==> src/rtl/ham_pkg.sv <==
// Shared Hamming(15,11) definitions: widths, receive FSM state type and the
// syndrome function also used by ham_15_11_decoder.
package ham_pkg;

    localparam int CW_W   = 15;
    localparam int DATA_W = 11;
    localparam int SYN_W  = 4;

    typedef enum logic [0:0] {
        IDLE  = 1'b0,
        SHIFT = 1'b1
    } rx_state_t;

    // XOR of Hamming positions (i+1) for every set bit cw[i]
    function automatic logic [SYN_W-1:0] ham_syndrome(input logic [CW_W-1:0] cw);
        logic [SYN_W-1:0] s;
        s = '0;
        for (int i = 0; i < CW_W; i++) begin
            if (cw[i]) s = s ^ SYN_W'(i + 1);
        end
        return s;
    endfunction

endpackage

==> src/rtl/ham_cw_fifo.sv <==
// Small codeword FIFO with a registered head entry and valid/ready pop.
// A push into a full FIFO is accepted only if a pop happens in the same cycle.
module ham_cw_fifo #(
    parameter int WIDTH = 15,
    parameter int DEPTH = 2
) (
    input  logic             clk,
    input  logic             rst_n,
    input  logic             push,
    input  logic [WIDTH-1:0] wdata,
    output logic             drop,
    output logic [WIDTH-1:0] head,
    output logic             head_vld,
    input  logic             head_rdy
);

    localparam int AW    = $clog2(DEPTH);
    localparam int CNT_W = AW + 1;

    logic [WIDTH-1:0] mem [DEPTH];
    logic [AW-1:0]    rptr, wptr, rptr_nxt;
    logic [CNT_W-1:0] count, count_nxt;
    logic             pop, full, push_ok;

    always_comb begin
        pop       = head_vld & head_rdy;
        full      = (count == CNT_W'(DEPTH));
        push_ok   = push & (~full | pop);
        drop      = push & ~push_ok;
        rptr_nxt  = pop ? rptr + AW'(1) : rptr;
        count_nxt = count + CNT_W'(push_ok) - CNT_W'(pop);
    end

    always_ff @(posedge clk) begin
        if (push_ok) mem[wptr] <= wdata;
    end

    // Head is refreshed from the entry that will sit at rptr after this edge,
    // bypassing the array when that entry is being written right now.
    always_ff @(posedge clk or negedge rst_n) begin
        if (!rst_n) begin
            rptr     <= '0;
            wptr     <= '0;
            count    <= '0;
            head     <= '0;
            head_vld <= 1'b0;
        end else begin
            rptr     <= rptr_nxt;
            count    <= count_nxt;
            head_vld <= (count_nxt != '0);
            if (push_ok) wptr <= wptr + AW'(1);
            if (count_nxt != '0)
                head <= (push_ok && (wptr == rptr_nxt)) ? wdata : mem[rptr_nxt];
        end
    end

endmodule

==> src/rtl/ham_15_11_rx_deserializer.sv <==
// Serial-to-parallel front end for ham_15_11_decoder: MSB-first framing on sof,
// codeword FIFO, valid/ready output. Define HAM_RX_SYNDROME_EN to add syn_out.
module ham_15_11_rx_deserializer
    import ham_pkg::*;
#(
    parameter int CW_W       = 15,
    parameter int FIFO_DEPTH = 2
) (
    input  logic            clk,
    input  logic            rst_n,
    input  logic            sin,
    input  logic            sin_vld,
    input  logic            sof,
    output logic [CW_W-1:0] cw_out,
    output logic            cw_vld,
    input  logic            cw_rdy,
    output logic            ovf,
`ifdef HAM_RX_SYNDROME_EN
    output logic [3:0]      syn_out,
`endif
    output logic            frame_err
);

    localparam int CNT_W = $clog2(CW_W);

    rx_state_t         state, state_nxt;
    logic [CW_W-2:0]   shreg_p0;
    logic [CNT_W-1:0]  cnt_p0;
    logic              load, shift_en, done, ferr, drop;
    logic [CW_W-1:0]   word_p0;

    always_ff @(posedge clk or negedge rst_n) begin
        if (!rst_n) state <= IDLE;
        else        state <= state_nxt;
    end

    always_comb begin
        state_nxt = state;
        case (state)
            IDLE:    if (sin_vld && sof) state_nxt = SHIFT;
            SHIFT:   if (sin_vld && !sof && cnt_p0 == CNT_W'(CW_W - 1)) state_nxt = IDLE;
            default: state_nxt = IDLE;
        endcase
    end

    always_comb begin
        load     = sin_vld & sof;
        ferr     = (state == SHIFT) & sin_vld & sof;
        shift_en = (state == SHIFT) & sin_vld & ~sof;
        done     = shift_en & (cnt_p0 == CNT_W'(CW_W - 1));
        word_p0  = {shreg_p0, sin};
    end

    // Stage p0: bit assembly; a completed word goes straight into the FIFO
    always_ff @(posedge clk or negedge rst_n) begin
        if (!rst_n) begin
            shreg_p0  <= '0;
            cnt_p0    <= '0;
            ovf       <= 1'b0;
            frame_err <= 1'b0;
        end else begin
            ovf       <= drop;
            frame_err <= ferr;
            if (load) begin
                shreg_p0 <= {{(CW_W-2){1'b0}}, sin};
                cnt_p0   <= CNT_W'(1);
            end else if (done) begin
                shreg_p0 <= '0;
                cnt_p0   <= '0;
            end else if (shift_en) begin
                shreg_p0 <= {shreg_p0[CW_W-3:0], sin};
                cnt_p0   <= cnt_p0 + CNT_W'(1);
            end
        end
    end

`ifdef HAM_RX_SYNDROME_EN
    logic [CW_W+3:0] fifo_head;

    ham_cw_fifo #(.WIDTH(CW_W + 4), .DEPTH(FIFO_DEPTH)) u_fifo (
        .clk      (clk),
        .rst_n    (rst_n),
        .push     (done),
        .wdata    ({ham_syndrome(word_p0), word_p0}),
        .drop     (drop),
        .head     (fifo_head),
        .head_vld (cw_vld),
        .head_rdy (cw_rdy)
    );

    assign cw_out  = fifo_head[CW_W-1:0];
    assign syn_out = fifo_head[CW_W+3:CW_W];
`else
    ham_cw_fifo #(.WIDTH(CW_W), .DEPTH(FIFO_DEPTH)) u_fifo (
        .clk      (clk),
        .rst_n    (rst_n),
        .push     (done),
        .wdata    (word_p0),
        .drop     (drop),
        .head     (cw_out),
        .head_vld (cw_vld),
        .head_rdy (cw_rdy)
    );
`endif

endmodule

==> config.mk <==
export PLATFORM = sky130hd
export DESIGN_NAME = ham_15_11_rx_deserializer
export DESIGN_NICKNAME = d
export VERILOG_FILES = /design/src/rtl/ham_pkg.sv /design/src/rtl/ham_cw_fifo.sv /design/src/rtl/ham_15_11_rx_deserializer.sv
export SDC_FILE = /design/constraint.sdc
export NUM_CORES = 1
export LEC_CHECK = 0
export CAP_MARGIN = 20
export CELL_PAD_IN_SITES_DETAIL_PLACEMENT = 0
export CELL_PAD_IN_SITES_GLOBAL_PLACEMENT = 1
export CORE_MARGIN = 2
export CORE_UTILIZATION = 52
export CTS_CLUSTER_DIAMETER = 200
export CTS_CLUSTER_SIZE = 10
export DETAILED_ROUTE_END_ITERATION = 10
export PLACE_DENSITY = 0.92
export SYNTH_ARGS = -nofsm -noshare
export SYNTH_HDL_FRONTEND = slang
export SYNTH_SLANG_ARGS = --single-unit
==> constraint.sdc <==
create_clock -name clk -period 6.7 [get_ports clk]
set_input_delay 1.34 -clock clk [delete_from_list [all_inputs] [get_ports clk]]
set_output_delay 1.34 -clock clk [all_outputs]
set_load 0.03 [all_outputs]
==> impl_metrics.csv <==
group,metric,value,unit
placement,place_ws,2.65,ns
clock_tree,ctsResizeCount,0,
setup_path,critPathMaxFanout,16,
setup_path,worstPathArrival,3.92,ns
global_routing,grt_util_all_layers,0.179,
clock_tree,cts_setup_buffers,0,
status,status,"finished, final reports clean",
global_routing,grt_pass1_vias,1666,
placement,io_buffers,23,
route,routedWlPerCell,16.6,um
synthesis,syn_nets,205,
setup_path,reg2reg_slack,4.04,ns
clock_tree,htree_levels,3,
setup_path,cp-start-kind,"input port",
pwr,peakVddDrop,227,uV
pwr,total_power,1.49,mW
synthesis,synthCells,196,
layout,nNetsFinal,236,
synthesis,synth.avg_cell_area,15.4,um^2
layout,final_common_cell,"dfrtp_1",
clock_tree,root_buffer,"clkbuf_8",
synthesis,synth.distinct_cells,33,
layout,mostFrequentLayoutCells,"41 x dfrtp_1, 36 x mux2_2, 30 x edfxtp_1",
layout,stdcell_area,3510,um^2
route,postRouteAntennaNets,0,
pwr,pwr-share-comb,0.427,
pwr,p_int,1.01,mW
placement,postPlaceCellArea,3340,um^2
pwr,p_seq_frac,0.375,
floorplanning,ios,24,
synthesis,syn_area,3030,um^2
layout,areaGrowthSynthToFinish,15.9,%
pwr,pwr_density_cell,425,nW/um^2
setup_path,critPathKind,"in -> reg",
setup_path,critPathCaptureType,"register",
synthesis,synth-seq-cells,71,
route,wirelength,5040,um
global_routing,grt_pass1_wl,8470,um
floorplanning,start_util,0.543,
layout,num-fill-cells,445,
timing,setup_viol,0,
clock_tree,cts.sinks,71,
global_routing,grt_max_degree,42,
timing,setup_ws,3.00,ns
synthesis,synth_seq_area_share,0.637,
setup_path,worstSetupEndpoint,"u_fifo.head[1]",
setup_path,reg2reg_from,"u_fifo.head_vld",
floorplanning,die_area,6440,um^2
timing,period_share,0.552,
clock_tree,cts_tree,"done",
timing,relSlewSlack,0.291,
route,drt_iter0_markers,84,
timing,fmax,270,MHz
setup_path,rr_endpoint,"u_fifo.head[1]",
timing,skew,0.00747,ns
timing,hold_ws,0.509,ns
synthesis,synth_warnings,0,
floorplanning,die_w,80.3,um
route,firstDrtPassIters,4,
pwr,switching_share,0.321,
placement,gp_congestion,0.825,
clock_tree,hold_buffers,0,
clock_tree,clock_latency,0.34,ns
setup_path,ff2ff_path_depth,5,
route,drc,0,
route,avgViaCountPerCell,5.53,
floorplanning,coreArea,5570,um^2
timing,fin_crit,3.70,ns
floorplanning,row_count,27,
global_routing,grt_remaining_overflow,0,
setup_path,startpoint,"cw_rdy",
setup_path,worstPathRequired,6.92,ns
pwr,p_switching,0.478,mW
layout,final_layout_size_suffix_gt1_frac,0.302,
pwr,leakage,1.41,nW
clock_tree,clk_path_buf_depth,2,
timing,rsz0062_at_grt,"false",
timing,setup_tns,0,ns
clock_tree,cts-buffers-inserted,9,
global_routing,antenna_found_initial,0,
timing,hold_viol,0,
floorplanning,die_h,80.3,um
timing,maxSlewViolCount,0,
job,cap_viol_max_count,0,
route,vias,1681,
clock_tree,clk_pin_slew,0.07,ns
placement,dpl.hpwl,3050,um
layout,diodes,0,
timing,tightest_slew,1.06,ns
pwr,clkPwrFrac,0.198,
worst_hold_path,hp-class,"reg -> reg",
==> cell families (layout without fill, tap and decap cells) <==
kind of cell	Yosys count	after routing	share of synthesized area
AO/OA/AOI/OAI	27	27	0.0798
AND/OR/NAND/NOR	32	32	0.0567
buffers and inverters	12	48	0.0182
XOR/XNOR	6	6	0.0174
multiplexers	45	45	0.179
flip-flops	71	71	0.637
adder cells (fa/ha/maj)	3	3	0.0124
==> through the flow <==
| step | std cells | utilization |
|---|---|---|
| 5_1_grt | 304 | 0.629 |
| 3_3_place_gp | 288 | 0.599 |
| 2_1_floorplan | 196 | - |
| 4_1_cts | 304 | 0.629 |
| 6_report | 304 | 0.629 |
| 3_5_place_dp | 288 | 0.599 |
==> per-layer routing <==
metal	wire length (um)	share of wire	vias up	GRT usage
li1	-	-	788	-
met1	2410	0.48	852	0.254
met2	2360	0.47	31	0.263
met3	166	0.033	10	0.0438
met4	100	0.020	0	0.0763
met5	0	0	-	0
==> sequential cells by signal, summed over array words and instances (netlist names), 2 cells and up <==
name,flops
u_fifo.head,15
shreg_p0,14
cnt_p0,4
u_fifo.count,2
u_fifo.mem,30
==> worst max-delay path, stage by stage <==
cell and delay (ns):
clkdlybuf4s50_1 0.44, and2_1 0.23, ha_1 0.36, nor3b_1 0.20, o32ai_4 0.92, mux2_2 0.42
==> final cells by class <==
class	instances	area [um^2]	share of cell area
Inverter	5	18.8	0.00535
Tap cell	72	90.1	0.0257
Sequential cell	71	1930	0.550
Clock buffer	12	145	0.0414
Timing Repair Buffer	27	255	0.0728
Multi-Input combinational cell	113	1050	0.299
Clock inverter	4	22.5	0.00642
==> worst min-delay path by stage <==
stage / cells past startpoint / slack, ns / end / startpoint
2_1_floorplan: 0 / 0.46 / u_fifo.mem[0][14] / shreg_p0[13]
3_3_place_gp: 0 / 0.48 / u_fifo.mem[1][14] / shreg_p0[13]
3_5_place_dp: 1 / 0.49 / u_fifo.head[13] / u_fifo.head[13]
4_1_cts: 1 / 0.52 / u_fifo.head[13] / u_fifo.head[13]
5_1_grt: 1 / 0.52 / u_fifo.head[13] / u_fifo.head[13]
6_report: 1 / 0.51 / u_fifo.head[3] / u_fifo.head[3]
==> cells in the mapped netlist (all sizes together) <==
cell    instances  area (um^2)
dfrtp          41         1030
nand2b          1         6.26
nor2            5         18.8
ha              3         37.5
o22ai           1         6.26
a22o           14          123
nand3           2         10.0
inv             5         18.8
o41ai           1         27.5
nor2b           1         6.26
mux2           45          541
o32ai           1         27.5
xor2            2         17.5
edfxtp         30          901
or3             2         17.5
buf             3         21.3
nor3b           2         15.0
and2            2         12.5
nand2           9         36.3
clkbuf          4         15.0
a21oi           1         5.00
xnor2           4         35.0
nor3            5         30.0
and3            3         18.8
o21ai           7         35.0
o211a           1         10.0
a21boi          1         7.51
==> power groups by stage <==
stage                     Clock, mW  Combinational (mW)  Sequential (mW)
after CTS                     0.302               0.644            0.561
after detailed placement          0               0.641            0.569
after floorplan                   0               0.396            0.654
after global routing          0.320               0.683            0.567
after global placement            0               0.627            0.569
final                         0.295               0.636            0.559
Note: power is estimated with default switching activity, not from simulation.
